### config.mk
export PLATFORM = sky130hd
export DESIGN_NAME = instr_prefetch_queue
export DESIGN_NICKNAME = d
export VERILOG_FILES = /design/src/rtl/instr_prefetch_queue.sv
export SDC_FILE = /design/constraint.sdc
export NUM_CORES = 1
export LEC_CHECK = 0
export CAP_MARGIN = 20
export CORE_MARGIN = 5
export CORE_UTILIZATION = 40
export CTS_CLUSTER_DIAMETER = 40
export DETAILED_ROUTE_END_ITERATION = 12
export PLACE_DENSITY = 0.64
export SKIP_CTS_REPAIR_TIMING = 1
export SLEW_MARGIN = 20
export SYNTH_ARGS = -nofsm -noshare
export SYNTH_HDL_FRONTEND = slang
export SYNTH_SLANG_ARGS = --single-unit
### constraint.sdc
create_clock -name clk -period 4.2 [get_ports clk]
set_clock_uncertainty 0.2 [all_clocks]
set_input_delay 0.84 -clock clk [delete_from_list [all_inputs] [get_ports clk]]
set_output_delay 0.84 -clock clk [all_outputs]
set_load 0.01 [all_outputs]
### src/rtl/instr_prefetch_queue.sv
`timescale 1ns/1ps
// ---------------------------------------------------------------------------
// instr_prefetch_queue
//   Instruction prefetch stage. Reads words from synchronous program memory
//   ahead of use, buffers them with their addresses in a small FIFO and hands
//   the oldest one to the IR load logic over a valid/ready handshake. A
//   redirect (taken jump/branch) flushes buffered and in-flight words and
//   restarts fetching at the new address.
//
// Ports
//   clk          system clock, rising edge
//   rstn         asynchronous reset, active-high
//   imem_rd_en   program memory read strobe
//   imem_addr    program memory read address (current fetch PC)
//   imem_rd_data read data, valid one cycle after an imem_rd_en cycle
//   ir_valid     head entry valid
//   ir_data      head instruction word (0 while empty)
//   ir_pc        address of the head word (0 while empty)
//   ir_ready     consumer accepts the head this cycle
//   redirect     flush and refetch from redirect_pc
//   redirect_pc  new fetch address, sampled when redirect=1
//   count        number of valid FIFO entries
// ---------------------------------------------------------------------------
module instr_prefetch_queue #(
  parameter int                  DATA_W   = 16,
  parameter int                  ADDR_W   = 16,
  parameter int                  DEPTH    = 4,
  parameter logic [ADDR_W-1:0]   RESET_PC = '0
) (
  input  logic                     clk,
  input  logic                     rstn,
  output logic                     imem_rd_en,
  output logic [ADDR_W-1:0]        imem_addr,
  input  logic [DATA_W-1:0]        imem_rd_data,
  output logic                     ir_valid,
  output logic [DATA_W-1:0]        ir_data,
  output logic [ADDR_W-1:0]        ir_pc,
  input  logic                     ir_ready,
  input  logic                     redirect,
  input  logic [ADDR_W-1:0]        redirect_pc,
  output logic [$clog2(DEPTH):0]   count
);

  localparam int PTR_W = $clog2(DEPTH);
  localparam int CNT_W = PTR_W + 1;

  localparam logic [PTR_W-1:0]  PTR_ONE  = PTR_W'(1);
  localparam logic [CNT_W-1:0]  CNT_ONE  = CNT_W'(1);
  localparam logic [ADDR_W-1:0] ADDR_ONE = ADDR_W'(1);
  localparam logic [CNT_W:0]    DEPTH_C  = (CNT_W+1)'(DEPTH);

  logic [ADDR_W-1:0] fetch_pc_p0;
  logic              rd_vld_p1;
  logic [ADDR_W-1:0] rd_pc_p1;

  logic [DATA_W-1:0] data_mem [DEPTH];
  logic [ADDR_W-1:0] pc_mem   [DEPTH];
  logic [PTR_W-1:0]  wr_ptr;
  logic [PTR_W-1:0]  rd_ptr;

  logic              issue;
  logic              push;
  logic              pop;
  logic [CNT_W:0]    credit_used;

  // Credit counts buffered entries plus the outstanding read; a pop in the
  // same cycle is deliberately not credited, which keeps ir_ready out of the
  // path to imem_rd_en.
  assign credit_used = {1'b0, count} + {{CNT_W{1'b0}}, rd_vld_p1};
  assign issue       = !rstn && !redirect && (credit_used < DEPTH_C);
  assign imem_rd_en  = issue;
  assign imem_addr   = fetch_pc_p0;

  // A response is dropped when a redirect lands on its return cycle.
  assign push = rd_vld_p1 && !redirect;
  assign pop  = ir_valid && ir_ready;

  assign ir_valid = (count != '0);
  assign ir_data  = ir_valid ? data_mem[rd_ptr] : '0;
  assign ir_pc    = ir_valid ? pc_mem[rd_ptr]   : '0;

  // ---- stage p0 -> p1: issue / fetch PC and FIFO control -------------------
  always_ff @(posedge clk or posedge rstn) begin
    if (rstn) begin
      fetch_pc_p0 <= RESET_PC;
      rd_vld_p1   <= 1'b0;
      wr_ptr      <= '0;
      rd_ptr      <= '0;
      count       <= '0;
    end else if (redirect) begin
      fetch_pc_p0 <= redirect_pc;
      rd_vld_p1   <= 1'b0;
      wr_ptr      <= '0;
      rd_ptr      <= '0;
      count       <= '0;
    end else begin
      rd_vld_p1 <= issue;
      if (issue) begin
        fetch_pc_p0 <= fetch_pc_p0 + ADDR_ONE;
      end
      if (push) begin
        wr_ptr <= wr_ptr + PTR_ONE;
      end
      if (pop) begin
        rd_ptr <= rd_ptr + PTR_ONE;
      end
      unique case ({push, pop})
        2'b10:   count <= count + CNT_ONE;
        2'b01:   count <= count - CNT_ONE;
        default: count <= count;
      endcase
    end
  end

  // ---- stage p1 -> FIFO: address of the outstanding read and storage -------
  always_ff @(posedge clk) begin
    if (issue) begin
      rd_pc_p1 <= fetch_pc_p0;
    end
    if (push) begin
      data_mem[wr_ptr] <= imem_rd_data;
      pc_mem[wr_ptr]   <= rd_pc_p1;
    end
  end

  // The credit rule guarantees room for every returning word.
  a_no_push_when_full : assert property (
    @(posedge clk) disable iff (rstn)
      !(push && (count == DEPTH_C[CNT_W-1:0]) && !pop)
  );

endmodule
; Word-level counts from Yosys, hierarchy flattened
; Memory sizes are Yosys's and may differ from the RTL's.
; Cells that the tools add are included.
[classes]
add_sub_neg = 6
n_lt_le_gt_ge = 1
eq_ne = 2
n_mux = 13
n_reduce_logical = 11
[ops]
columns = op, count
row1 = $mux 16, 4
row2 = $add 16x1->16 const B, 1
row3 = $mux 2, 4
row4 = $pmux 3 s2, 1
row5 = $reduce_bool 2->1, 3
row6 = $reduce_bool 3->1, 2
row7 = $add 2x1->2 const B, 2
row8 = $add 3x1->4, 1
row9 = $logic_and 1x1->1, 4
row10 = $lt 4x3->1 const B, 1
row11 = $add 3x1->3 const B, 1
row12 = $mux 1, 3
row13 = $mux 3, 1
row14 = $sub 3x1->3 const B, 1
row15 = $eq 2x1->1 const B, 1
row16 = $eq 2x2->1 const B, 1
row17 = $logic_not 1->1, 2
[totals]
regBits = 40
mem_bits_rw = 128
elab_cells = 41
memories = 2
[memory_table]
columns = memory, depth, word_bits, rd, rd_clocked_by_memory_dff, write_ports, line
row1 = data_mem, 4, 16, 1, 0, 1, 56  ; logic [DATA_W-1:0] data_mem [DEPTH];
row2 = pc_mem, 4, 16, 1, 0, 1, 57  ; logic [ADDR_W-1:0] pc_mem [DEPTH];

; Logic depth before layout (Yosys ltp)
; Gate-level depths: netlist of the first run.
[logic_depth]
ltp_word = 5
depth_mapped = 8

; Least setup slack after synthesis of the first run
; OpenSTA, ideal clock, no wires.
[synth_timing]
kind = input to output
start = input redirect
end = output imem_rd_en
arrival_ps = 1779
required_time_ps = 3160
slack_ps = 1381
stages = 4
cell_sequence = buf_2 -> nor3_4 -> nand2_1 -> inv_1
[synth_between]
elab_chain_cells = 3
[synth_rtl]
columns = item, line
row1 = "start, declared", 39  ; input logic redirect,
row2 = $logic_not 1->1, 70  ; assign issue = !rstn && !redirect && (credit_used < DEPTH_C);
row3 = $logic_and 1x1->1 (2 in series), 70
row4 = "end, declared", 32  ; output logic imem_rd_en,
; Every way passes these cells.

; Worst setup path in the final report of the first run
[layout_timing]
start = register rd_ptr[0]
end = output ir_pc[15]
[layout_between]
elab_chain_cells = 2
[layout_rtl]
columns = item, line
row1 = "start, declared", 59  ; logic [PTR_W-1:0] rd_ptr;
row2 = "start signal, assigned", 105  ; rd_ptr <= rd_ptr + PTR_ONE;
row3 = $mem_v2 4x16, n/a
row4 = $mux 16, 80  ; assign ir_pc = ir_valid ? pc_mem[rd_ptr] : '0;
row5 = "end, declared", 37  ; output logic [ADDR_W-1:0] ir_pc,
; Every way passes these cells.

==> out/metrics.csv, run 1 <==
stage,metric,value,unit
status,run status,finished clean,
floorplan,Die X,140,um
sta,worst slew slack as a fraction of its limit,61.0,%
cts,TritonCTS clock tree,done,
cts,clock buffer depth,2,
worst_setup_path,buffering stage count on the worst path with inverters included,2,
synth,number of enable-type register cells in the synthesized netlist,144,
grt,total track usage,14.0,%
sta,pin slew with the least headroom to its limit,585,ps
cts,CTS root buf,clkbuf_16,
cts,H-tree level count,4,
cts,number of buffers inserted during clock tree synthesis,17,
synth,Synth top area share,63.7,%
synth,Synth async-reset ratio,14.3,%
cts,clk sinks,168,
finish,post-route design area,0.00861,mm^2
synth,library cells used by synthesis,42,
worst_setup_path,critical path startpoint category,flop,
finish,growth of design area from synthesis to finish,26.8,%
sta,achievable frequency,0.277,GHz
worst_setup_path,kind of end point of the critical path,output pin,
finish,"most common cell after layout, fill and taps aside",edfxtp_1,
synth,Yosys top cell by area,edfxtp_1,
finish,"Cell Count, Final, Fillers Out",713,
finish,Antenna Cells,0,
place,input/output buffers,88,
job,# Max-Cap Violations,0,
routing,number of DRC violations after detailed-routing iteration 0,164,
floorplan,Floorplan Core Area,0.0166,mm^2
grt,antenna violations before repair,0,
synth,Yosys warnings,0,
pwr,static leakage power,0.00288,uW
routing,number of detailed-routing iterations run before antenna repair,4,
floorplan,Vert. Die Dim,140,um
finish,share of post-route cells with drive strength above 1,17.4,%
routing,mean number of vias per cell,5.20,
synth,per-instance average area after synthesis,17.9,um^2
synth,Synth Flop Type,edfxtp_1,
worst_setup_path,slowest cell on the critical path,dfrtp_2,
worst_setup_path,worst path cell trace,"buf_4, mux4_2, and2_1, clkdlybuf4s50_1",
grt,maximum number of pins on one net before global-route repair,35,
cts,later-pin clock latency in the skew report,410,ps
finish,"leading cell types in the layout, fill and taps excluded","edfxtp_1 (144), clkdlybuf4s50_1 (88), and2_1 (34)",
worst_setup_path,kind of critical path,flop to output pin,
synth,ranking of synthesized cells by area,"edfxtp_1 (64%), mux4_2 (11%), dfrtp_1 (8.8%)",
routing,detailed-route DRC error count,0,
sta,minimum period implied by the final worst setup slack,3610,ps
routing,routed via count,3707,
grt,via count of the first global-routing pass,3838,
place,final HPWL from detailed placement,8620,um
place,routability congestion estimate from global placement,0.767,
floorplan,Site Rows,47,
sta,count of final hold-check violations,0,
pwr,Power Density,583,mW/mm^2
worst_setup_path,family with the most delay on the worst path,buffers and inverters,
worst_setup_path,highest fanout seen on the critical path,15,
synth,proportion of synthesized chip area in sequential cells,72.5,%
worst_setup_path,peak per-stage delay on the critical path,660,ps
finish,utilization after layout,51.7,%
worst_setup_path,CP arrival,2570,ps
sta,Post-Route Setup TNS,0,ps
grt,grt total ovfl,0,
synth,summed instance area of the synthesized netlist,0.00679,mm^2
synth,number of instances in the synthesized netlist,379,
floorplan,die outline area,0.0197,mm^2
sta,number of max-slew violations in the final report,0,
place,cell count after placement,682,
sta,unrepaired setup endpoints after global routing,no,
pwr,total power of the final layout,5020,uW
worst_setup_path,worst endpoint required time,3160,ps
synth,number of flip-flops and latches in the synthesized netlist,168,
pwr,VDD IR-drop max,384,uV
routing,Wirelength per Cell,18.2,um
floorplan,top-level I/O count,89,
cts,CTS clock-pin slew for the worst setup and hold paths,60,ps
grt,global-route wire length before repair,21100,um
sta,final worst path period share,85.9,%
place,placed cell area,0.00797,mm^2
finish,number of nets in the layout,524,
min_path,Min-Delay Path Class,flop to flop,
sta,count of endpoints failing setup in the final report,0,
routing,final wirelength,13000,um
floorplan,initial standard-cell utilization of the core,40.8,%
routing,number of nets with antenna violations after routing,0,
synth,Syn Nets,421,
==> sequential cells by signal, indices dropped and copies added, names as in the netlist <==
signal / count
data_mem: 64
pc_mem: 64
imem_addr: 16
rd_pc_p1: 16
count: 3
rd_ptr: 2
wr_ptr: 2
rd_vld_p1: 1
==> synth_stat cells, types with 2 or more instances <==
cell type  instances
dfrtp_1           24
nor3_1             5
xnor2_1            3
xor2_1             2
nor2_1            14
mux2i_1            4
inv_1              8
nand3_1            9
o211ai_1           3
and2_1            38
nand4_1            4
o311ai_0           6
o21ai_0            8
nor4_1             7
edfxtp_1         144
nor3b_1            2
a221o_1            6
mux4_2            32
ha_1               5
clkbuf_1           9
buf_2              8
nand2_1           15
a211o_1            2
a22oi_1            2
or2_2              2
==> routing by layer <==
layer	vias up	routed length, um	GRT usage (%)	part of all wire, %
met3	14	851	4.70	6.6
met5	-	0	0	0
met2	119	6350	21.9	49
met1	1855	5620	18.9	43
li1	1719	-	-	-
met4	0	138	3.88	1.1
==> where the power goes <==
| group | internal [uW] | switching (uW) | leakage [uW] |
|---|---|---|---|
| combinational | 771 | 575 | 0.000974 |
| sequential | 1930 | 140 | 0.00161 |
| clock | 1040 | 568 | 0.000296 |
==> final timing paths <==
| path | from | cells past startpoint | slack (ps) | end |
|---|---|---|---|---|
| max | rd_ptr[0] | 4 | 590 | ir_pc[15] |
| min | rd_pc_p1[10] | 0 | 310 | pc_mem[3][10] |
| max reg2reg | count[1] | 7 | 1900 | count[2] |
| min reg2reg | rd_pc_p1[10] | 0 | 310 | pc_mem[3][10] |
| max in group asynchronous | rstn | 3 | 2800 | rd_ptr[0] |
| min in group asynchronous | rstn | 2 | 590 | count[0] |
==> through the flow <==
stage | worst slack [ps] | hold slack (ps)
final | 591 | 307
after global routing | 414 | 321
after CTS | 369 | 307
after detailed placement | 823 | 293
after global placement | 845 | 270
after floorplan | 1380 | 259
==> area by class of cell <==
cell class                 count  area [um^2]
clock inverter                12          183
multi-input combinational    185         1760
clock buffer                  18          429
sequential                   168         4930
inverter                       8         30.0
timing repair buffer         102         1010
tap                          220          275
fill                        1341         8030
==> kinds of logic after synthesis <==
family,count (synthesis),synth area share [%]
AO/OA/AOI/OAI,31,3.74
XOR/XNOR,5,0.645
adder cells (fa/ha/maj),6,1.22
buffers and inverters,26,1.66
flip-flops,168,72.5
multiplexers,36,11.2
AND/OR/NAND/NOR,107,9.01
==> worst reg2reg max path: cells and delay by family (launching register included) <==
kind / cells / cell delay (ps)
simple gates: 3 / 440
flops: 1 / 470
fa+ha+maj: 1 / 380
xor+xnor: 1 / 140
mux: 1 / 160
compound gates: 1 / 380
(Power assumes the default switching activity.)
==> run 2: changes to the inputs <==
Settings changed: CORE_UTILIZATION 40 to 50, PLACE_DENSITY 0.64 to 0.76.
==> run 2 against run 1 <==
Largest cell class unchanged; worst setup slack improved by 50 ps; non-clock buffer count fell by 8; register-to-register slack got worse by 70 ps; critical path type unchanged.
==> out/metrics.csv, run 2 (synthesis gave the netlist of run 1 again) <==
stage,metric,value,unit
status,run status,finished clean,
sta,final worst path period share,84.7,%
sta,achievable frequency,0.281,GHz
worst_setup_path,cell depth of the worst setup path,4,
worst_setup_path,"setup slack, reg-to-reg",1830,ps
sta,count of endpoints failing setup in the final report,0,
grt,grt total ovfl,0,
worst_setup_path,highest fanout seen on the critical path,25,
cts,clk sinks,168,
grt,via count of the first global-routing pass,3982,
min_path,number of stages on the worst hold path,0,
floorplan,initial standard-cell utilization of the core,51.1,%
cts,CTS clock-pin slew for the worst setup and hold paths,60,ps
routing,final wirelength,13200,um
sta,unrepaired setup endpoints after global routing,no,
routing,routed via count,3755,
min_path,Min-Delay Path Class,flop to flop,
grt,global-route wire length before repair,21300,um
finish,"leading cell types in the layout, fill and taps excluded","edfxtp_1 (144), clkdlybuf4s50_1 (88), and2_1 (34)",
place,input/output buffers,88,
job,# Max-Cap Violations,0,
finish,number of nets in the layout,516,
routing,number of DRC violations after detailed-routing iteration 0,284,
finish,"most common cell after layout, fill and taps aside",edfxtp_1,
worst_setup_path,number of cell instances on the worst register-to-register path,7,
pwr,Power Density,586,mW/mm^2
routing,met2 WL post-DR,6560,um
routing,detailed-route DRC error count,0,
cts,TritonCTS clock tree,done,
grt,total track usage,17.2,%
floorplan,Site Rows,42,
floorplan,top-level I/O count,89,
routing,number of nets with antenna violations after routing,0,
worst_setup_path,peak per-stage delay on the critical path,590,ps
worst_setup_path,kind of end point of the critical path,output pin,
worst_setup_path,worst path cell trace,"buf_12, mux4_2, and2_1, clkdlybuf4s50_1",
sta,minimum period implied by the final worst setup slack,3560,ps
floorplan,Floorplan Core Area,0.0133,mm^2
worst_setup_path,family with the most delay on the worst path,buffers and inverters,
floorplan,Vert. Die Dim,127,um
worst_setup_path,kind of critical path,flop to output pin,
cts,H-tree level count,4,
grt,antenna violations before repair,0,
worst_setup_path,slowest cell on the critical path,dfrtp_2,
cts,later-pin clock latency in the skew report,410,ps
routing,wire length on met3,803,um
routing,Wirelength per Cell,19.9,um
worst_setup_path,Reg2Reg Launch Point,count[1],
floorplan,die outline area,0.0160,mm^2
routing,M1 wire length,5710,um
grt,maximum number of pins on one net before global-route repair,35,
place,routability congestion estimate from global placement,0.795,
worst_setup_path,startpoint of the most critical setup path,rd_ptr[0],
routing,mean number of vias per cell,5.66,
sta,worst slew slack as a fraction of its limit,38.9,%
pwr,VDD IR-drop max,300,uV
finish,share of post-route cells with drive strength above 1,17.2,%
finish,Antenna Cells,0,
sta,number of max-slew violations in the final report,0,
sta,count of final hold-check violations,0,
floorplan,Die X,127,um
worst_setup_path,worst flop-to-flop path endpoint,count[2],
sta,Final Hold Slack,299,ps
worst_setup_path,end point of the critical path,ir_pc[14],
cts,number of buffers inserted during clock tree synthesis,17,
sta,Post-Route Setup TNS,0,ps
finish,top flop regs,"data_mem: 64 flops, pc_mem: 64 flops",
worst_setup_path,worst endpoint required time,3160,ps
sta,pin slew with the least headroom to its limit,916,ps
cts,CTS root buf,clkbuf_16,
pwr,static leakage power,0.00282,uW
routing,number of detailed-routing iterations run before antenna repair,4,
worst_setup_path,CP arrival,2520,ps
finish,growth of design area from synthesis to finish,24.9,%
routing,top metal layer carrying routed signals,met4,
worst_setup_path,critical path startpoint category,flop,
cts,clock buffer depth,2,
worst_setup_path,buffering stage count on the worst path with inverters included,2,
place,final HPWL from detailed placement,8120,um
[run 2: changes by cell type in the layout (fill, tap and decap cells not counted), sizes merged]
cell	previous run	this run
buf	14	6
bufinv	5	3
clkbuf	18	17
clkinvlp	1	4
inv	8	10
[run 2: layer usage]
metal	vias up	GRT usage, %
met5	-	0
met4	0	6.44
met3	12	4.04
met2	153	27.6
met1	1891	23.2
li1	1699	-
[run 2: worst reg2reg max path, stage by stage (launching register included)]
cell	delay (ps)
dfrtp_1	490
o31ai_4	410
nor2_1	100
fa_1	390
or2_2	310
mux2i_1	160
xnor2_1	130
nor2_1	60
[run 2: layout make-up]
class	instances	area [um^2]
clock buffers	17	425
clock inverters	15	178
fillers	919	4810
inverters	8	30.0
multi-input cells	185	1760
flip-flops and latches	168	4930
well taps	176	220
repair buffers	94	946
[run 2: power by group]
group | switching (uW) | internal, uW
combinational | 578 | 770
clock | 618 | 936
sequential | 141 | 1930
total | 1340 | 3630
[run 2: through the flow]
stage | util, % | instances | total power (uW) | cell area, um^2 | worst slack (ps)
detailed placement | 59.2 | 630 | 3470 | 7870 | 859
CTS | 63.7 | 662 | 5030 | 8470 | 433
global placement | 59.2 | 630 | 3440 | 7870 | 909
global route | 63.8 | 663 | 5210 | 8480 | 487
floorplan | - | 379 | 2790 | 6790 | 1380
finish | 63.8 | 663 | 4970 | 8480 | 641
[run 2: how the worst min path moves through the flow]
stage	slack, ps	startpoint	to
2_1_floorplan	260	rd_pc_p1[0]	pc_mem[0][0]
6_report	300	rd_pc_p1[1]	pc_mem[3][1]
4_1_cts	290	rd_pc_p1[5]	pc_mem[3][5]
3_3_place_gp	270	rd_pc_p1[14]	pc_mem[3][14]
5_1_grt	310	rd_pc_p1[15]	pc_mem[1][15]
3_5_place_dp	280	rd_pc_p1[5]	pc_mem[3][5]
==> run 3: changes to the inputs <==
Clock period 4.2 ns to 3.7 ns, I/O delays scaled along.
==> run 3 against run 2 <==
Sequential cell count did not move; worst setup slack lost 360 ps; register-to-register slack got worse by 390 ps; sequential power increased by 12%; global-route usage about the same; first-iteration DRC count is 17% lower; largest cell class unchanged; largest power group unchanged; highest routed layer unchanged.
==> out/metrics.csv, run 3 (synthesis gave the netlist of run 1 again) <==
stage,metric,value,unit
worst_setup_path,worst flop-to-flop path endpoint,count[2],
grt,via count of the first global-routing pass,4033,
routing,number of detailed-routing iterations run before antenna repair,5,
routing,detailed-route DRC error count,0,
worst_setup_path,startpoint of the most critical setup path,count[1],
worst_setup_path,family with the most delay on the worst path,simple AND/OR/NAND/NOR gates,
finish,growth of design area from synthesis to finish,26.6,%
finish,"leading cell types in the layout, fill and taps excluded","edfxtp_1 (144), clkdlybuf4s50_1 (88), and2_1 (34)",
finish,share of post-route cells with drive strength above 1,17.6,%
sta,final worst path period share,92.3,%
worst_setup_path,worst path cell trace,"or3_2, and2_1, clkdlybuf4s50_1",
finish,top flop regs,"data_mem: 64 flops, pc_mem: 64 flops",
finish,Antenna Cells,0,
worst_setup_path,worst endpoint required time,2760,ps
worst_setup_path,buffering stage count on the worst path with inverters included,1,
sta,unrepaired setup endpoints after global routing,no,
pwr,static leakage power,0.00287,uW
cts,clk sinks,168,
finish,number of nets in the layout,519,
sta,setup slack after layout,285,ps
cts,later-pin clock latency in the skew report,420,ps
sta,Final Hold Slack,292,ps
sta,worst slew slack as a fraction of its limit,38.8,%
place,input/output buffers,88,
finish,register cell area after layout,0.00493,mm^2
cts,number of buffers inserted during clock tree synthesis,17,
pwr,VDD IR-drop max,479,uV
floorplan,die outline area,0.0160,mm^2
finish,post-route design area,0.00860,mm^2
grt,grt total ovfl,0,
worst_setup_path,CP arrival,2470,ps
sta,Post-Route Setup TNS,0,ps
worst_setup_path,kind of end point of the critical path,output pin,
routing,Wirelength per Cell,19.6,um
floorplan,top-level I/O count,89,
floorplan,Die X,127,um
sta,minimum period implied by the final worst setup slack,3410,ps
place,final HPWL from detailed placement,8270,um
grt,antenna violations before repair,0,
worst_setup_path,end point of the critical path,ir_pc[4],
cts,TritonCTS clock tree,done,
sta,achievable frequency,0.293,GHz
finish,utilization after layout,64.7,%
sta,pin slew with the least headroom to its limit,917,ps
grt,maximum number of pins on one net before global-route repair,35,
routing,number of nets with antenna violations after routing,0,
min_path,launch point of the worst hold path,rd_pc_p1[4],
floorplan,Floorplan Core Area,0.0133,mm^2
cts,H-tree level count,4,
job,# Max-Cap Violations,0,
floorplan,Vert. Die Dim,127,um
cts,CTS clock-pin slew for the worst setup and hold paths,70,ps
routing,final wirelength,13100,um
floorplan,Site Rows,42,
worst_setup_path,"setup slack, reg-to-reg",1440,ps
place,routability congestion estimate from global placement,0.797,
status,run status,finished clean,
cts,CTS root buf,clkbuf_16,
finish,combined area of the multi-input logic cells,0.00176,mm^2
worst_setup_path,number of cell instances on the worst register-to-register path,7,
worst_setup_path,peak per-stage delay on the critical path,800,ps
worst_setup_path,cell depth of the worst setup path,3,
sta,count of endpoints failing setup in the final report,0,
place,Worst Setup Slack post-DPL,541,ps
finish,"most common cell after layout, fill and taps aside",edfxtp_1,
routing,mean number of vias per cell,5.62,
min_path,Min-Delay Path Class,flop to flop,
cts,clock buffer depth,2,
worst_setup_path,Reg2Reg Launch Point,count[1],
routing,number of DRC violations after detailed-routing iteration 0,237,
pwr,Power Density,672,mW/mm^2
worst_setup_path,critical path startpoint category,flop,
grt,total track usage,17.3,%
worst_setup_path,highest fanout seen on the critical path,34,
grt,global-route wire length before repair,21100,um
routing,routed via count,3745,
finish,number of filler cells placed in the layout,910,
sta,count of final hold-check violations,0,
worst_setup_path,slowest cell on the critical path,or3_2,
floorplan,initial standard-cell utilization of the core,51.1,%
worst_setup_path,kind of critical path,flop to output pin,
place,placed cell area,0.00795,mm^2
sta,number of max-slew violations in the final report,0,
==> run 3: cell types whose count changed in the layout (fill, tap and decap cells not counted) <==
cell and delta:
buf_12 +4, buf_8 -1, bufinv_16 +2, clkinv_1 +1, clkinv_2 -1, clkinv_4 -1, clkinvlp_4 -2, inv_8 +1
==> run 3: worst reg2reg max path, stage by stage (launching register included) <==
cell	delay, ps
dfrtp_1	480
o31ai_4	370
nor2_1	90
fa_1	370
or2_2	290
mux2i_1	160
xnor2_1	130
nor2_1	50
==> run 3: worst min-delay path by stage <==
stage	to	depth (start not counted)
after floorplan	pc_mem[0][0]	0
after global placement	pc_mem[2][4]	0
after detailed placement	pc_mem[1][4]	0
after CTS	pc_mem[2][6]	0
after global routing	pc_mem[2][6]	0
final	pc_mem[2][4]	0
==> run 3: cell type report <==
cell class	instances	area share, %
clock buffers	17	4.95
multi-input cells	185	20.5
inverters	8	0.349
clock inverters	15	2.61
flip-flops and latches	168	57.3
repair buffers	97	11.8
well taps	176	2.56
==> run 3: per-stage QoR <==
step,power [uW],std cells
2_1_floorplan,3170,379
3_3_place_gp,3910,634
3_5_place_dp,3930,634
4_1_cts,5840,666
5_1_grt,6040,666
6_report,5780,666
==> run 3: metal layers <==
layer	wire, um	global-route usage, %	part of all wire, %	vias to the layer above
met4	211	7.63	1.6	0
li1	-	-	-	1697
met2	6530	27.7	50	147
met1	5480	22.6	42	1883
met5	0	0	0	-
met3	848	4.16	6.5	18
==> run 3: where the power goes <==
group / internal [uW] / total (uW) / switching [uW]
Combinational: 873 / 1540 / 667
Sequential: 2190 / 2320 / 137
Clock: 1200 / 1910 / 712
Total: 4260 / 5780 / 1520
